<file path="src/rtl/prefetch_queue.sv">
// Instruction prefetch queue: credit-limited fetch issue, in-order response matching
// against the expected PC, and redirect handling that drains stale responses.
module prefetch_queue #(
   parameter int                ADDR_W   = 32,
   parameter int                DEPTH    = 4,
   parameter logic [ADDR_W-1:0] RESET_PC = {ADDR_W{1'b0}}
) (
   input  logic              CLK,
   input  logic              RST,
   input  logic              FLUSH,
   input  logic [ADDR_W-1:0] NEW_PC,
   input  logic              MEM_WAIT,
   output logic              INST_RDEN,
   output logic [ADDR_W-1:0] INST_RIADDR,
   input  logic              INST_RVALID,
   input  logic [ADDR_W-1:0] INST_ROADDR,
   input  logic [31:0]       INST_RDATA,
   input  logic              OUT_READY,
   output logic              OUT_VALID,
   output logic [ADDR_W-1:0] OUT_PC,
   output logic [31:0]       OUT_DATA,
   output logic              ADDR_ERR
);
   localparam int PTR_W = $clog2(DEPTH);
   localparam int CNT_W = PTR_W + 1;
   localparam logic [CNT_W:0]    CREDIT   = (CNT_W + 1)'(DEPTH);
   localparam logic [ADDR_W-1:0] PC_STEP  = ADDR_W'(32'd4);
   localparam logic [CNT_W-1:0]  CNT_ZERO = {CNT_W{1'b0}};
   localparam logic [PTR_W-1:0]  PTR_ZERO = {PTR_W{1'b0}};

   logic [ADDR_W-1:0] fpc_r;
   logic [ADDR_W-1:0] epc_r;
   logic [CNT_W-1:0]  count_r;
   logic [CNT_W-1:0]  outst_r;
   logic [CNT_W-1:0]  drain_r;
   logic [PTR_W-1:0]  rd_ptr_r;
   logic [PTR_W-1:0]  wr_ptr_r;
   logic              addr_err_r;
   logic [ADDR_W-1:0] pc_mem_r   [DEPTH];
   logic [31:0]       data_mem_r [DEPTH];

   logic [CNT_W:0]    inflight_s;
   logic              rden_s;
   logic              req_acc_s;
   logic              rsp_s;
   logic              drop_s;
   logic              match_s;
   logic              mism_s;
   logic              push_s;
   logic              pop_s;
   logic [CNT_W-1:0]  acc_inc_s;
   logic [CNT_W-1:0]  rsp_dec_s;
   logic [CNT_W-1:0]  drop_dec_s;
   logic [CNT_W-1:0]  push_inc_s;
   logic [CNT_W-1:0]  pop_dec_s;

   // Issue credit, response classification and push/pop qualification
   always_comb begin
      inflight_s = {1'b0, count_r} + {1'b0, outst_r};
      rden_s     = RST & ~FLUSH & (inflight_s < CREDIT);
      req_acc_s  = rden_s & ~MEM_WAIT;
      // a response with nothing outstanding is left over from before reset
      rsp_s      = INST_RVALID & (outst_r != CNT_ZERO);
      drop_s     = rsp_s & (drain_r != CNT_ZERO);
      match_s    = rsp_s & ~drop_s & (INST_ROADDR == epc_r);
      mism_s     = rsp_s & ~drop_s & ~match_s & ~FLUSH;
      push_s     = match_s & ~FLUSH;
      pop_s      = (count_r != CNT_ZERO) & OUT_READY & ~MEM_WAIT & ~FLUSH;
      acc_inc_s  = CNT_W'(req_acc_s);
      rsp_dec_s  = CNT_W'(rsp_s);
      drop_dec_s = CNT_W'(drop_s);
      push_inc_s = CNT_W'(push_s);
      pop_dec_s  = CNT_W'(pop_s);
   end

   // Control state: fetch/expect PCs, occupancy, outstanding and drain counters
   always_ff @(posedge CLK or negedge RST) begin
      if (!RST) begin
         fpc_r      <= RESET_PC;
         epc_r      <= RESET_PC;
         count_r    <= CNT_ZERO;
         outst_r    <= CNT_ZERO;
         drain_r    <= CNT_ZERO;
         rd_ptr_r   <= PTR_ZERO;
         wr_ptr_r   <= PTR_ZERO;
         addr_err_r <= 1'b0;
      end else if (FLUSH) begin
         fpc_r      <= NEW_PC;
         epc_r      <= NEW_PC;
         count_r    <= CNT_ZERO;
         outst_r    <= outst_r - rsp_dec_s;
         drain_r    <= outst_r - rsp_dec_s;
         rd_ptr_r   <= PTR_ZERO;
         wr_ptr_r   <= PTR_ZERO;
         addr_err_r <= 1'b0;
      end else begin
         if (req_acc_s) begin
            fpc_r <= fpc_r + PC_STEP;
         end
         if (push_s) begin
            epc_r <= epc_r + PC_STEP;
         end
         count_r    <= count_r + push_inc_s - pop_dec_s;
         outst_r    <= outst_r + acc_inc_s - rsp_dec_s;
         drain_r    <= drain_r - drop_dec_s;
         rd_ptr_r   <= rd_ptr_r + PTR_W'(pop_s);
         wr_ptr_r   <= wr_ptr_r + PTR_W'(push_s);
         addr_err_r <= mism_s;
      end
   end

   // Entry storage, cleared on reset so the head reads zero while empty
   always_ff @(posedge CLK or negedge RST) begin
      if (!RST) begin
         for (int i = 0; i < DEPTH; i++) begin
            pc_mem_r[i]   <= {ADDR_W{1'b0}};
            data_mem_r[i] <= 32'h0;
         end
      end else if (push_s) begin
         pc_mem_r[wr_ptr_r]   <= epc_r;
         data_mem_r[wr_ptr_r] <= INST_RDATA;
      end
   end

   assign INST_RDEN   = rden_s;
   assign INST_RIADDR = fpc_r;
   assign OUT_VALID   = (count_r != CNT_ZERO);
   assign OUT_PC      = pc_mem_r[rd_ptr_r];
   assign OUT_DATA    = data_mem_r[rd_ptr_r];
   assign ADDR_ERR    = addr_err_r;

endmodule

</file>
<file path="config.mk">
export PLATFORM = sky130hd
export DESIGN_NAME = prefetch_queue
export DESIGN_NICKNAME = d
export VERILOG_FILES = /design/src/rtl/prefetch_queue.sv
export SDC_FILE = /design/constraint.sdc
export NUM_CORES = 1
export LEC_CHECK = 0
export ABC_CLOCK_PERIOD_IN_PS = 3800
export CORE_MARGIN = 8
export CORE_UTILIZATION = 56
export DETAILED_ROUTE_END_ITERATION = 6
export PLACE_DENSITY = 0.81
export SETUP_SLACK_MARGIN = 0.3
export SLEW_MARGIN = 0
export SYNTH_ARGS = -nofsm -noshare
export SYNTH_HDL_FRONTEND = slang
export SYNTH_SLANG_ARGS = --single-unit
</file>
<file path="constraint.sdc">
create_clock -name CLK -period 3.8 [get_ports CLK]
set_clock_uncertainty 0.1 [all_clocks]
set_input_delay 0.38 -clock CLK [delete_from_list [all_inputs] [get_ports CLK]]
set_output_delay 0.38 -clock CLK [all_outputs]
set_load 0.1 [all_outputs]
</file>
==> Word-level counts from Yosys, hierarchy flattened <==
Cells that the tools add are included.
{ "word_totals": {"ff_bits": 334, "rom_bits": 0, "mem_bits_rw": 0, "n_memories": 0, "word_cells": 77, "latch_bits": 0, "output_inout_bits": 99} }
{ "classes": {"n_reduce_logical": 6, "multipliers": 0, "div": 0, "shifts": 0, "addsub": 11, "n_bitwise": 19, "n_mux": 20, "n_eq_ne": 1, "n_lt_le_gt_ge": 4} }
{ "op_table": {"columns": ["op", "n"], "rows": [
  ["$mux 32", 9],
  ["$bwmux 128", 2],
  ["$bmux 32 s2", 2],
  ["$add 32x3->32 const B", 2],
  ["$demux 32 s2", 1],
  ["$eq 32x32->1", 1],
  ["$and 1x1->1", 13],
  ["$sub 3x1->3", 4],
  ["$mux 3", 3],
  ["$reduce_bool 3->1", 3],
  ["$add 3x1->3", 2],
  ["$ge 3x3->1 const B", 2],
  ["$not 2->3", 2],
  ["$add 2x1->2", 2],
  ["$add 3x3->4", 1],
  ["$lt 4x3->1 const B", 1],
  ["$mux 2", 2],
  ["$not 1->1", 4],
  ["$reduce_bool 2->1", 2],
  ["$lt 3x1->1 const B", 1],
  ["$logic_and 1x1->1", 1],
  ["$mux 1", 1]
]} }

==> Logic depth before layout (Yosys ltp) <==
Gate-level depths: netlist of the first run.
{ "logic_depth": {"ltp_word": 10, "ltp_mapped": 14, "depth_no_buf": 12} }

==> Least setup slack after synthesis of the first run <==
Ideal clock, no wire load.
{ "synth_timing": {"kind": "input-to-reg", "from": "in FLUSH", "to": "reg outst_r[2]", "arrival_ps": 2988, "n_path_buf": 3, "stages": 13, "t_required_ps": 3621, "setup_slack_ps": 633, "setup_ps": 79, "cell_sequence": "clkbuf_1 -> nor4_1 -> and3_1 -> clkbuf_1 -> inv_1 -> clkbuf_1 -> ha_1 -> inv_1 -> ha_1 -> fa_1 -> xor2_1 -> o21ai_0 -> xor2_1"} }
{ "synth_between": {"elab_chain_cells": 7} }
{ "synth_rtl": {"columns": ["element", "line", "text"], "rows": [
  ["start, declared", "10", "input logic FLUSH,"],
  ["$not 1->1", "60", "rden_s = RST & ~FLUSH & (inflight_s < CREDIT);"],
  ["$and 1x1->1 (2 in a row)", "60", null],
  ["$and 1x1->1", "61", "req_acc_s = rden_s & ~MEM_WAIT;"],
  ["$add 3x1->3", "104", "outst_r <= outst_r + acc_inc_s - rsp_dec_s;"],
  ["$sub 3x1->3", "104", null],
  ["$mux 3 *", "87", "end else if (FLUSH) begin"],
  ["end signal, assigned", "91", "outst_r <= outst_r - rsp_dec_s;"],
  ["end signal, assigned", "104", null],
  ["end, declared", "34", "logic [CNT_W-1:0] outst_r;"]
]} }
Mark *: on every way between the ends. The rest lies on a longest branch, timed or not.
A chain may end at the register's enable or synchronous reset.

==> Worst setup path after layout of the first run <==
{ "layout_timing": {"from": "reg epc_r[16]", "to": "reg data_mem_r[107] in the netlist's numbering"} }
{ "layout_between": {"elab_chain_cells": 3} }
{ "layout_rtl": {"columns": ["element", "line", "text"], "rows": [
  ["start, declared", "32", "logic [ADDR_W-1:0] epc_r;"],
  ["start signal, assigned", "101", "epc_r <= epc_r + PC_STEP;"],
  ["$eq 32x32->1", "65", "match_s = rsp_s & ~drop_s & (INST_ROADDR == epc_r);"],
  ["$and 1x1->1", "65", null],
  ["$and 1x1->1", "67", "push_s = match_s & ~FLUSH;"],
  ["end signal, assigned by index", "117", "data_mem_r[i] <= 32'h0;"],
  ["end signal, assigned by index", "121", "data_mem_r[wr_ptr_r] <= INST_RDATA;"],
  ["end, declared", "40", "logic [31:0] data_mem_r [DEPTH];"]
]} }
No other way between the ends.

==> results of run 1 <==
==> layer usage <==
metal	wire, microns	up-vias	GRT usage [%]
met3	2832	57	5.179
met5	0	-	0
met1	16710	5423	31.45
met2	18760	375	37.99
li1	-	4652	-
met4	860	0	6.146
==> stage by stage <==
| stage | setup WS (ns) | cell area (sq um) | util (%) | instances |
|---|---|---|---|---|
| 2_1_floorplan | 0.6332 | 16050 | - | 1171 |
| 3_3_place_gp | 0.3254 | 18190 | 63.91 | 1694 |
| 3_5_place_dp | 0.2361 | 18190 | 63.91 | 1694 |
| 4_1_cts | 0.5373 | 19440 | 68.27 | 1759 |
| 5_1_grt | 0.3601 | 19440 | 68.27 | 1759 |
| 6_report | 0.4692 | 19440 | 68.27 | 1759 |
==> report_power, final <==
| part | switching [uW] | internal, uW | total, uW |
|---|---|---|---|
| clock network | 1390 | 2170 | 3570 |
| registers | 179 | 3660 | 3840 |
| logic | 681 | 380 | 1060 |
| total | 2250 | 6220 | 8470 |
==> layout make-up <==
type                       instances  area [sq um]
clock buffer                      58          1167
clock inverter                     6         65.06
fill                            2028          9034
inverter                          23         86.33
multi-input combinational        725          7144
sequential                       334          8363
tap                              384         480.5
timing repair buffer             229          2130
==> worst register-to-register path, stage by stage, from the launching register on <==
cell and delay (ns):
dfrtp_1 0.50, xor2_1 0.21, nor4_1 0.56, nand4_2 0.22, buf_4 0.22, or3_4 0.36, nor4_4 0.23, buf_12 0.39
mux2_2 0.42
==> cells in the mapped netlist, types with 14 or more instances <==
cell,count
nor2_1,24
nor3_1,18
mux2_2,265
buf_2,22
nand4_1,20
ha_1,14
and3_1,17
xor2_1,34
nand3_1,31
mux4_2,64
xnor2_1,33
dfrtp_1,334
a21oi_1,14
clkbuf_1,38
nand2_1,44
inv_1,23
o21ai_0,17
==> logic make-up (layout without fill, tap and decap cells) <==
group                      Yosys count  in the layout  synth area share (%)
adders and majority gates           16             16                 1.341
DFF                                334            334                 52.07
muxes                              344            344                 28.54
xor gates and xnor gates            67             67                 3.656
and+or+nand+nor                    219            219                 7.593
buffers and inverters              112            316                 3.461
AOI/OAI and AO/OA                   79             79                 3.337
==> sequential cells by signal (all words and copies together) (netlist names) <==
signal,count
rd_ptr_r,2
pc_mem_r,128
INST_RIADDR,32
count_r,3
drain_r,3
data_mem_r,128
epc_r,32
outst_r,3
wr_ptr_r,2
ADDR_ERR,1
==> layout by cell type (no fill, tap or decap), types with 5 or more instances in the layout <==
cell             Yosys  routed
a21boi_0             8       8
a21oi_1             14      14
a31oi_1              9       9
and2_1               5       5
and3_1              17      17
and4_1              13      13
buf_12               0       5
buf_4                2      85
clkbuf_1            38       7
clkbuf_16            0      39
clkbuf_8             0      12
clkdlybuf4s50_1      0     136
dfrtp_1            334     332
ha_1                14      14
inv_1               23      23
mux2_2             265     265
mux2i_1             11      11
mux4_2              64      64
nand2_1             44      44
nand2b_1             9       9
nand3_1             31      31
nand4_1             20      20
nor2_1              24      24
nor2b_1             10      10
nor3_1              18      18
nor4_1              12      12
o21ai_0             17      17
o311a_1              5       5
o31a_1               7       7
xnor2_1             33      33
xor2_1              34      34
==> repair_timing <==
action | in CTS | in global routing
setup endpoints to repair | 0 | 0
hold buffers | 1 | 0
endpoints found under the hold margin | 41 | 0
==> path summary, 6_finish.rpt <==
check / to / start / slack (ns) / depth (start not counted)
max in group asynchronous: INST_RIADDR[12]$_DFFE_PN0N_ / RST / 1.35 / 4
max reg2reg: data_mem_r[107]$_DFFE_PN0P_ / epc_r[16]$_DFFE_PN0N_ / 0.47 / 8
max: data_mem_r[107]$_DFFE_PN0P_ / epc_r[16]$_DFFE_PN0N_ / 0.47 / 8
min in group asynchronous: data_mem_r[120]$_DFFE_PN0P_ / RST / 0.25 / 2
min reg2reg: data_mem_r[52]$_DFFE_PN0P_ / data_mem_r[52]$_DFFE_PN0P_ / 0.40 / 1
min: count_r[1]$_DFF_PN0_ / FLUSH / 0.24 / 3
==> results.json, run 1 <==
{
  "drtPass1Iterations": 6,
  "cp.arrival_ns": 3.61,
  "fin_nets": 1468,
  "path_clk_slew_ns": 0.06,
  "leakagePower_uw": 0.009143,
  "tritoncts": "yes",
  "synth_area_leader_cell": "dfrtp_1",
  "start_util_pct": 56.38,
  "async_flop_share_pct": 100.0,
  "viasPerCell": 5.973,
  "num_antenna_cells": 0,
  "ys.flop_type": "dfrtp_1",
  "final_antenna_net_count": 0,
  "yosysWarnings": 0,
  "fmax_mhz": 300.2,
  "peakVddDrop_mv": 0.2885,
  "crit_path_cell_trace": "xor2_1, nor4_1, nand4_2, buf_4, or3_4, nor4_4, buf_12, mux2_2",
  "fp-row-count": 62,
  "clk_latency_ns": 0.52,
  "finalSetupViolCount": 0,
  "gr-usage-all-layers_pct": 23.36,
  "drv_cap": 0,
  "fin_crit_ns": 3.331,
  "route.detailed.drc": 0,
  "grt_pass1_wl_mm": 62.78,
  "relSlewSlack_pct": 30.83,
  "status": "finished, final reports clean",
  "cp_slowest_stage_delay_ns": 0.56,
  "dieHeight_microns": 185.3,
  "grt_start_max_net_pins": 160,
  "yosysSeqAreaShare_pct": 52.07,
  "synth_edf_count": 0,
  "cts_buffers": 37,
  "grt_antenna_before_repair": 0,
  "crit_path_start_kind": "flip-flop",
  "avgRoutedWirePerCell_microns": 22.26,
  "crit_type": "flip-flop to flip-flop",
  "hold_ws_ns": 0.2387,
  "synth_top_cell_area_share_pct": 52.07,
  "synth.avg_cell_area_sq_um": 13.71,
  "routed_wirelength_mm": 39.16,
  "cts_resized": 0,
  "worstMarginPinSlew_ns": 1.034,
  "cts_sinks": 334,
  "synth_area_sq_um": 16050,
  "die_x_microns": 185.3,
  "period_share_pct": 87.65,
  "num_io_pins": 201,
  "cts_root_buf": "clkbuf_16",
  "h-tree-depth": 2,
  "dieArea_sq_um": 34330,
  "power.density_nw_per_um2": 435.8,
  "cts_buffer_depth": 3,
  "hold_viol": 0,
  "via_count": 10507,
  "synth_area_leaders": "dfrtp_1 (52%), mux2_2 (19%), mux4_2 (9.0%)",
  "maxSlewViolCount": 0,
  "critPathMaxFanout": 59,
  "area_delta_synth_final_pct": 21.09,
  "drtIter0Drc": 696,
  "path_buf_inv": 2,
  "core_sq_um": 28470,
  "synth_cells": 1171,
  "critPathTopFamily": "simple AND/OR/NAND/NOR gates",
  "ys_ff_latch": 334,
  "numPortBuffers": 200,
  "hp-class": "input pin to flip-flop",
  "yosysUniqueCellTypes": 54,
  "drive_above_1_share_pct": 35.27,
  "post-cts-setup-buffers": 0,
  "place_hpwl_mm": 26.12,
  "cp-end-kind": "flip-flop",
  "grt_pass1_vias": 11267,
  "rsz0062_at_grt": "false",
  "total_power_uw": 8471,
  "synth_nets": 1289,
  "grt_overflow_total": 0,
  "gp_congestion": 0.9219,
  "required_ns": 4.08,
  "cpMaxStageDelayCell": "nor4_1",
  "fin_setup_tns_ns": 0
}
Note: power is estimated with default switching activity, not from simulation.
==> run 2, diff against run 1 <==
--- a/config.mk
+++ b/config.mk
@@ -11,7 +11,7 @@
 export DETAILED_ROUTE_END_ITERATION = 6
 export PLACE_DENSITY = 0.81
 export SETUP_SLACK_MARGIN = 0.3
-export SLEW_MARGIN = 0
+export SLEW_MARGIN = 10
 export SYNTH_ARGS = -nofsm -noshare
 export SYNTH_HDL_FRONTEND = slang
 export SYNTH_SLANG_ARGS = --single-unit
==> results of run 2 <==
Final layout, timing and power as in run 1 (identical DEF).
